`src/rtl/fetch_stage.sv`:
```
// rtl/fetch_stage.sv - RV32 instruction-fetch stage with IF/ID pipeline register
//
// Keeps the PC and issues one instruction-memory request at a time. Each
// returned word is presented to decode as {ID_pc, ID_instr, ID_valid}. A
// one-entry hold buffer catches a response that arrives while decode is
// stalled. While that buffer is full, no new request is issued.
//
// Optional feature macro: FETCH_PERF_EN adds the perf_fetched and
// perf_killed counters and their output ports.
//
// Ports:
//   clk          in   clock, all state updates on the rising edge
//   rst          in   synchronous active-high reset
//   stall        in   hold IF/ID contents
//   flush        in   squash IF/ID and in-flight fetch, restart at redirect_pc
//   redirect_pc  in   restart address, used only with flush
//   imem_req     out  fetch request (memory always accepts)
//   imem_addr    out  fetch address, valid with imem_req
//   imem_rvalid  in   response strobe
//   imem_rdata   in   instruction word, valid with imem_rvalid
//   ID_pc        out  PC of the instruction in IF/ID
//   ID_instr     out  instruction in IF/ID, NOP_INSTR when not valid
//   ID_valid     out  IF/ID holds a real instruction
//   perf_fetched out  (FETCH_PERF_EN) responses taken into IF/ID or hold buffer
//   perf_killed  out  (FETCH_PERF_EN) responses discarded

module fetch_stage #(
    parameter logic [31:0] RESET_PC  = 32'h0000_0000,
    parameter logic [31:0] NOP_INSTR = 32'h0000_0013
) (
    input  logic        clk,
    input  logic        rst,
    input  logic        stall,
    input  logic        flush,
    input  logic [31:0] redirect_pc,
    output logic        imem_req,
    output logic [31:0] imem_addr,
    input  logic        imem_rvalid,
    input  logic [31:0] imem_rdata,
    output logic [31:0] ID_pc,
    output logic [31:0] ID_instr,
`ifdef FETCH_PERF_EN
    output logic        ID_valid,
    output logic [31:0] perf_fetched,
    output logic [31:0] perf_killed
`else
    output logic        ID_valid
`endif
);

    typedef enum logic [1:0] {
        S_IDLE = 2'd0,
        S_WAIT = 2'd1,
        S_KILL = 2'd2
    } state_t;

    state_t      r_state;
    state_t      w_state_nxt;

    logic [31:0] r_pc;
    logic [31:0] r_req_pc;
    logic        r_hold_valid;
    logic [31:0] r_hold_pc;
    logic [31:0] r_hold_instr;
    logic [31:0] r_id_pc;
    logic [31:0] r_id_instr;
    logic        r_id_valid;

    logic        w_resp_ok;
    logic        w_resp_kill;
    logic        w_issue;

    // State register
    always_ff @(posedge clk) begin
        if (rst) begin
            r_state <= S_IDLE;
        end else begin
            r_state <= w_state_nxt;
        end
    end

    // Request issue and next state
    always_comb begin
        w_resp_ok   = 1'b0;
        w_resp_kill = 1'b0;
        w_issue     = 1'b0;
        w_state_nxt = r_state;

        w_resp_ok   = (r_state == S_WAIT) && imem_rvalid;
        w_resp_kill = (r_state == S_KILL) && imem_rvalid;

        // A full hold buffer blocks issue. A stalled response in WAIT is
        // parked in the buffer rather than followed by a new request.
        w_issue = !rst && !flush && !r_hold_valid &&
                  ((r_state == S_IDLE) || (w_resp_ok && !stall) || w_resp_kill);

        if (flush) begin
            // A request still in flight must have its response swallowed.
            if ((r_state != S_IDLE) && !imem_rvalid) begin
                w_state_nxt = S_KILL;
            end else begin
                w_state_nxt = S_IDLE;
            end
        end else if (w_issue) begin
            w_state_nxt = S_WAIT;
        end else if (w_resp_ok || w_resp_kill) begin
            w_state_nxt = S_IDLE;
        end
    end

    assign imem_req  = w_issue;
    assign imem_addr = r_pc;

    // PC, hold buffer and IF/ID register
    always_ff @(posedge clk) begin
        if (rst) begin
            r_pc         <= RESET_PC;
            r_req_pc     <= RESET_PC;
            r_hold_valid <= 1'b0;
            r_hold_pc    <= 32'h0;
            r_hold_instr <= NOP_INSTR;
            r_id_pc      <= 32'h0;
            r_id_instr   <= NOP_INSTR;
            r_id_valid   <= 1'b0;
        end else begin
            if (flush) begin
                r_pc <= redirect_pc;
            end else if (w_issue) begin
                r_req_pc <= r_pc;
                r_pc     <= r_pc + 32'd4;
            end

            if (flush) begin
                r_hold_valid <= 1'b0;
            end else if (w_resp_ok && stall) begin
                r_hold_valid <= 1'b1;
                r_hold_pc    <= r_req_pc;
                r_hold_instr <= imem_rdata;
            end else if (!stall && r_hold_valid) begin
                r_hold_valid <= 1'b0;
            end

            // ID_pc is left as-is on flush and bubbles; only valid/instr change.
            if (flush) begin
                r_id_valid <= 1'b0;
                r_id_instr <= NOP_INSTR;
            end else if (stall) begin
                r_id_valid <= r_id_valid;
            end else if (r_hold_valid) begin
                r_id_valid <= 1'b1;
                r_id_pc    <= r_hold_pc;
                r_id_instr <= r_hold_instr;
            end else if (w_resp_ok) begin
                r_id_valid <= 1'b1;
                r_id_pc    <= r_req_pc;
                r_id_instr <= imem_rdata;
            end else begin
                r_id_valid <= 1'b0;
                r_id_instr <= NOP_INSTR;
            end
        end
    end

    assign ID_pc    = r_id_pc;
    assign ID_instr = r_id_instr;
    assign ID_valid = r_id_valid;

`ifdef FETCH_PERF_EN
    logic [31:0] r_perf_fetched;
    logic [31:0] r_perf_killed;

    // A response in WAIT is only lost when a flush lands in the same cycle.
    always_ff @(posedge clk) begin
        if (rst) begin
            r_perf_fetched <= 32'h0;
            r_perf_killed  <= 32'h0;
        end else begin
            if (w_resp_ok && !flush) begin
                r_perf_fetched <= r_perf_fetched + 32'd1;
            end
            if (w_resp_kill || (w_resp_ok && flush)) begin
                r_perf_killed <= r_perf_killed + 32'd1;
            end
        end
    end

    assign perf_fetched = r_perf_fetched;
    assign perf_killed  = r_perf_killed;
`endif

endmodule

```
`config.mk`:
```
export PLATFORM = sky130hd
export DESIGN_NAME = fetch_stage
export DESIGN_NICKNAME = d
export VERILOG_FILES = /design/src/rtl/fetch_stage.sv
export SDC_FILE = /design/constraint.sdc
export NUM_CORES = 1
export LEC_CHECK = 0
export CAP_MARGIN = 40
export CORE_ASPECT_RATIO = 1.75
export CORE_MARGIN = 1
export CORE_UTILIZATION = 50
export DETAILED_ROUTE_END_ITERATION = 10
export PLACE_DENSITY = 0.85
export SETUP_SLACK_MARGIN = 0.4
export SKIP_LAST_GASP = 1
export SLEW_MARGIN = 0
export SYNTH_ARGS = -nofsm -noshare
export SYNTH_HDL_FRONTEND = slang
export SYNTH_SLANG_ARGS = --single-unit
```
`constraint.sdc`:
```
create_clock -name clk -period 3.45 [get_ports clk]
set_clock_uncertainty 0.15 [all_clocks]
set_input_delay 1.035 -clock clk [delete_from_list [all_inputs] [get_ports clk]]
set_output_delay 1.035 -clock clk [all_outputs]
set_load 0.01 [all_outputs]
```
==> impl_metrics.csv, run 1 <==
group,metric,value,unit
status,status,"finished with violations",
status,violations,"DRC",
placement,detailedPlace.worstSlack,-0.347,ns
route,routed_wl,22.2,mm
power,power.share.combinational,9.6,%
cells_and_area,instances_no_fill,1307,
cells_and_area,fin_util,66.7,%
logic_synthesis,syn_area,8090,µm²
floorplanning,start_util,51.0,%
cells_and_area,diodes,0,
sta,setup_tns,0,ns
setup_path,worst_ep_arrival_time,1.83,ns
sta,hold-worst-slack,0.306,ns
cells_and_area,drive_gt1_share,8.50,%
flow_run,maxCapViolations,0,
sta,hold_viol,0,
power,p_switching,1.25,mW
power,powerDensity,456,nW/µm²
logic_synthesis,yosysSeqAreaShare,48.5,%
clocking,max-clock-path-buffers,2,
setup_path,startpoint_type,"input port",
global_routing,grt_pass1_wl,36.2,mm
global_routing,antenna_found_initial,0,
sta,period_share,87.5,%
clocking,h-tree-depth,4,
setup_path,required,2.26,ns
sta,rsz0062_at_grt,"false",
clocking,ctsResizeCount,10,
route,vias,7719,
sta,layout_min_cycle_time,3.02,ns
clocking,ctsHoldBuffers,0,
cells_and_area,final_cell_mix,"nand2_1 (216), dfxtp_1 (195), clkdlybuf4s50_1 (161)",
power,power.clock.fraction,41.0,%
logic_synthesis,async_flop_share,0,%
global_routing,grt_overflow,0,
sta,worst_pin_slew,0.876,ns
logic_synthesis,synth_cells,966,
floorplanning,dieHeight,170,µm
floorplanning,die_area,16700,µm²
cells_and_area,syn_to_final_growth,30.8,%
floorplanning,fp.dieW,98.2,µm
power,internal-power,3.58,mW
power,finalPower,4.82,mW
setup_path,criticalPathCategory,"in2out",
sta,slew_viol_final,0,
clocking,clkSinkCount,196,
placement,dp_cells,1276,
logic_synthesis,synth_edf_count,0,
placement,port_buffers,166,
logic_synthesis,yosys_register_bits,196,
floorplanning,core-area,15900,µm²
route,drtIter0Drc,611,
route,wl_per_cell,17.0,µm
power,leakagePower,3.46,nW
logic_synthesis,synth_cell_type_count,61,
clocking,cts_setup_buffers,0,
logic_synthesis,synth.net_count,1036,
worst_hold_path,hp-class,"reg2reg",
global_routing,grt_usage,27.0,%
clocking,root_buffer,"clkbuf_16",
cells_and_area,nFillCells,1282,
setup_path,critPathMaxFanout,4,
logic_synthesis,syn_avg_cell_area,8.38,µm²
power,seqPwrFrac,49.4,%
logic_synthesis,ys_warn_count,0,
global_routing,grt_max_degree,65,
sta,setup_slack,0.431,ns
power,p_sw_share,25.9,%
setup_path,crit_path_end_kind,"output pin",
route,via_per_inst,5.91,
placement,place_congestion,0.875,
route,first_pass_iters,9,
floorplanning,rows,61,
power,vdd_drop_max,314,µV
clocking,cts_made_buffers,17,
sta,relSlewSlack,41.1,%
global_routing,grt_pass1_vias,7411,
placement,hpwlAfterDp,15.1,mm
route,antenna_violating_nets_post_route,0,
floorplanning,io_pins,167,
clocking,clk_pin_slew,0.07,ns
route,drcViolationCount,10,
placement,place_area,9990,µm²
cells_and_area,final_area,10600,µm²
clocking,clk_latency,0.43,ns
clocking,cts_tree,"built",
logic_synthesis,synthFlopType,"dfxtp_1",
cells_and_area,nets,1176,
sta,setup_violations,0,
cells_and_area,final_common_cell,"nand2_1",
sta,fmax,331,MHz
-- worst max-delay path: stages --
cell and delay [ns]:
buf_2 0.12, nor3b_4 0.16, o31ai_4 0.26, inv_2 0.12, buf_6 0.14
-- layer usage --
| metal | part of all wire (%) | vias to the layer above | global-route usage [%] |
|---|---|---|---|
| li1 | - | 3748 | - |
| met1 | 38 | 3628 | 30.1 |
| met2 | 52 | 286 | 48.0 |
| met3 | 6.0 | 57 | 5.05 |
| met4 | 3.7 | 0 | 15.1 |
| met5 | 0 | - | 0 |
-- synth_stat cells, types with 3 or more instances --
library cell	n	area share, %
dfxtp_1	196	48
nand3_1	14	0.87
o211ai_1	5	0.46
o31ai_1	6	0.56
or2_2	3	0.23
o21ai_0	6	0.37
buf_2	14	0.87
nor4_1	4	0.31
nor2_1	90	4.2
a31oi_1	9	0.70
a21oi_1	102	6.3
buf_1	3	0.14
clkbuf_1	62	2.9
a311oi_1	6	0.65
or4_1	18	1.7
nand2_1	216	10
mux2i_1	34	4.2
and2_1	7	0.54
a211oi_1	39	3.6
o221ai_1	7	0.76
and4_1	3	0.32
a222oi_1	28	3.5
inv_1	13	0.60
and3_1	7	0.54
o311ai_0	4	0.43
nor3_1	13	0.80
nand4_1	8	0.62
nand3b_1	4	0.37
or3_1	4	0.31
-- layout make-up --
class                           instances  area [µm²]  share of cell area, %
Clock buffer                           17         425                   4.02
Clock inverter                         14         166                   1.57
Timing Repair Buffer                  202        1940                   18.3
Tap cell                              189         236                   2.23
Sequential cell                       196        3930                   37.1
Multi-Input combinational cell        674        3830                   36.2
Inverter                               15        56.3                  0.532
-- sequential cells by signal, indices dropped and copies added, names as in the netlist --
register,count
ID_instr,32
ID_pc,32
ID_valid,1
imem_addr,32
r_hold_instr,32
r_hold_pc,32
r_hold_valid,1
r_req_pc,32
r_state,2
-- path summary, 6_finish.rpt --
check                            start                   endpoint  slack (ns)  cells after the start
max                        imem_rvalid                   imem_req        0.43                      5
min          r_hold_pc[6]$_SDFFE_PP0P_  r_hold_pc[6]$_SDFFE_PP0P_        0.31                      2
min reg2reg  r_hold_pc[6]$_SDFFE_PP0P_  r_hold_pc[6]$_SDFFE_PP0P_        0.31                      2
max reg2reg  r_hold_valid$_SDFFE_PP0P_     ID_pc[28]$_SDFFE_PP0P_        0.79                      6
-- power groups by stage --
stage	sequential, mW	combinational [mW]	clock [mW]
2_1_floorplan	2.43	0.207	0
5_1_grt	2.39	0.499	2.11
3_3_place_gp	2.43	0.450	0
4_1_cts	2.38	0.461	2.01
3_5_place_dp	2.43	0.458	0
6_report	2.38	0.462	1.98
-- logic make-up after synthesis --
logic type / after synthesis / synth area share (%)
adders and majority gates: 1 / 0.155
xor gates and xnor gates: 2 / 0.216
buffers and inverters: 96 / 4.81
and+or+nand+nor: 404 / 22.1
AOI/OAI and AO/OA: 233 / 20.0
DFF: 196 / 48.5
muxes: 34 / 4.21
Note: power is estimated with default switching activity, not from simulation.
==> inputs of run 2 (changes only) <==
SLEW_MARGIN = 10   (was 0)
==> results of run 2 <==
Final layout, timing and power as in run 1 (identical DEF).
==> inputs of run 3 (changes only) <==
CORE_UTILIZATION = 30   (was 50)
PLACE_DENSITY = 0.59   (was 0.85)
==> run 3 against run 2 <==
  * Sequential share of layout area down 0.84 points
  * Cell area up 2.3%
  * Critical path type unchanged
  * Clock power up 9.6%
  * Worst setup slack better by 0.0043 ns
  * Non-clock buffer count up 1
  * Highest routed layer unchanged
  * The run now ends clean
  * Sequential power about the same
==> impl_metrics.csv, run 3 (synthesis results as in run 1) <==
group,metric,value,unit
floorplanning,dieHeight,219,µm
power,powerDensity,464,nW/µm²
cells_and_area,final_cell_mix,"nand2_1 (216), dfxtp_1 (195), clkdlybuf4s50_1 (161)",
setup_path,reg2reg_slack,0.93,ns
clocking,max-clock-path-buffers,2,
sta,relSlewSlack,44.8,%
sta,period_share,87.4,%
cells_and_area,final_area,10800,µm²
route,drtIter0Drc,445,
clocking,root_buffer,"clkbuf_16",
global_routing,grt_overflow,0,
cells_and_area,diodes,0,
floorplanning,start_util,30.4,%
cells_and_area,instances_no_fill,1444,
sta,hold-worst-slack,0.303,ns
route,antenna_violating_nets_post_route,0,
sta,layout_min_cycle_time,3.01,ns
sta,slew_viol_final,0,
cells_and_area,drive_gt1_share,8.66,%
global_routing,grt_usage,18.3,%
clocking,clk_pin_slew,0.07,ns
sta,rsz0062_at_grt,"false",
global_routing,antenna_found_initial,0,
clocking,clkSinkCount,196,
setup_path,reg2regPathDepth,4,
placement,port_buffers,166,
sta,worst_pin_slew,0.815,ns
setup_path,required,2.26,ns
cells_and_area,final_common_cell,"nand2_1",
setup_path,crit_path_end_kind,"output pin",
status,status,"completed",
setup_path,criticalPathCategory,"in2out",
clocking,ctsHoldBuffers,0,
sta,setup_violations,0,
worst_hold_path,holdCritStartpoint,"r_hold_pc[31]$_SDFFE_PP0P_",
worst_hold_path,min_path_cells,2,
floorplanning,core-area,26600,µm²
floorplanning,io_pins,167,
placement,place_congestion,0.832,
cells_and_area,nets,1177,
global_routing,grt_max_degree,79,
clocking,cts_tree,"built",
route,drcViolationCount,0,
route,via_per_inst,5.21,
clocking,clk_latency,0.45,ns
floorplanning,rows,79,
placement,hpwlAfterDp,17.0,mm
placement,place_area,10200,µm²
setup_path,worst_ep_arrival_time,1.83,ns
route,wl_per_cell,17.2,µm
route,first_pass_iters,4,
route,routed_wl,24.8,mm
worst_hold_path,worstHoldEndpoint,"r_hold_pc[31]$_SDFFE_PP0P_",
floorplanning,die_area,27700,µm²
setup_path,rr_startpoint,"imem_addr[11]$_SDFFE_PP0P_",
global_routing,grt_pass1_wl,38.9,mm
cells_and_area,syn_to_final_growth,33.8,%
clocking,h-tree-depth,4,
floorplanning,fp.dieW,126,µm
power,vdd_drop_max,328,µV
power,leakagePower,3.49,nW
placement,dp_cells,1411,
worst_hold_path,hp-class,"reg2reg",
sta,fmax,332,MHz
sta,hold_viol,0,
setup_path,startpoint_type,"input port",
clocking,cts_made_buffers,17,
setup_path,regToRegEndpoint,"imem_addr[19]$_SDFFE_PP0P_",
global_routing,grt_pass1_vias,7193,
flow_run,maxCapViolations,0,
route,vias,7518,
setup_path,critPathMaxFanout,4,
run 3: cell type report:
type | instances | area (µm²)
multi-input cells | 674 | 3840
repair buffers | 203 | 1950
flip-flops and latches | 196 | 3930
clock buffers | 19 | 443
clock inverters | 13 | 201
inverters | 15 | 56.3
well taps | 324 | 405
fillers | 2680 | 15800
run 3: per-layer routing:
layer | share of wire [%] | vias to the layer above | GRT usage, %
met1 | 39 | 3530 | 19.5
met3 | 6.0 | 45 | 5.02
met5 | 0 | - | 0
met2 | 51 | 210 | 32.4
li1 | - | 3733 | -
met4 | 3.9 | 0 | 10.2
run 3: metrics by stage:
| stage | setup WS [ns] | util [%] | setup TNS [ns] | power [mW] |
|---|---|---|---|---|
| 2_1_floorplan | 0.415 | - | 0 | 2.64 |
| 3_3_place_gp | -0.362 | 38.2 | -0.362 | 2.90 |
| 3_5_place_dp | -0.393 | 38.2 | -0.393 | 2.91 |
| 4_1_cts | 0.413 | 40.7 | 0 | 5.09 |
| 5_1_grt | 0.415 | 40.7 | 0 | 5.22 |
| 6_report | 0.436 | 40.7 | 0 | 5.03 |
run 3: how the worst max path moves through the flow:
stage	from	end	slack, ns
final	imem_rvalid	imem_req	0.44
after global routing	imem_rvalid	imem_req	0.41
after CTS	imem_rvalid	imem_req	0.41
after detailed placement	imem_rvalid	imem_req	-0.39
after global placement	imem_rvalid	imem_req	-0.36
after floorplan	stall	imem_req	0.42
run 3: worst max-delay path: stages:
cell and delay [ns]:
buf_2 0.13, nor2b_4 0.13, o31ai_4 0.22, buf_6 0.15, inv_2 0.04, buf_6 0.11
run 3: report_power, final:
part / switching [mW] / total (mW) / internal [mW]
combinational: 0.245 / 0.473 / 0.227
clock: 0.924 / 2.17 / 1.25
sequential: 0.0680 / 2.38 / 2.32
total: 1.24 / 5.03 / 3.79
run 3: what timing repair did:
| item | CTS | global route |
|---|---|---|
| pin swaps | 1 | 1 |
| endpoints found under the setup margin | 1 | 1 |
| gates cloned | 0 | 0 |
| buffers inserted | 1 | 0 |
| resized for setup | 10 | 3 |
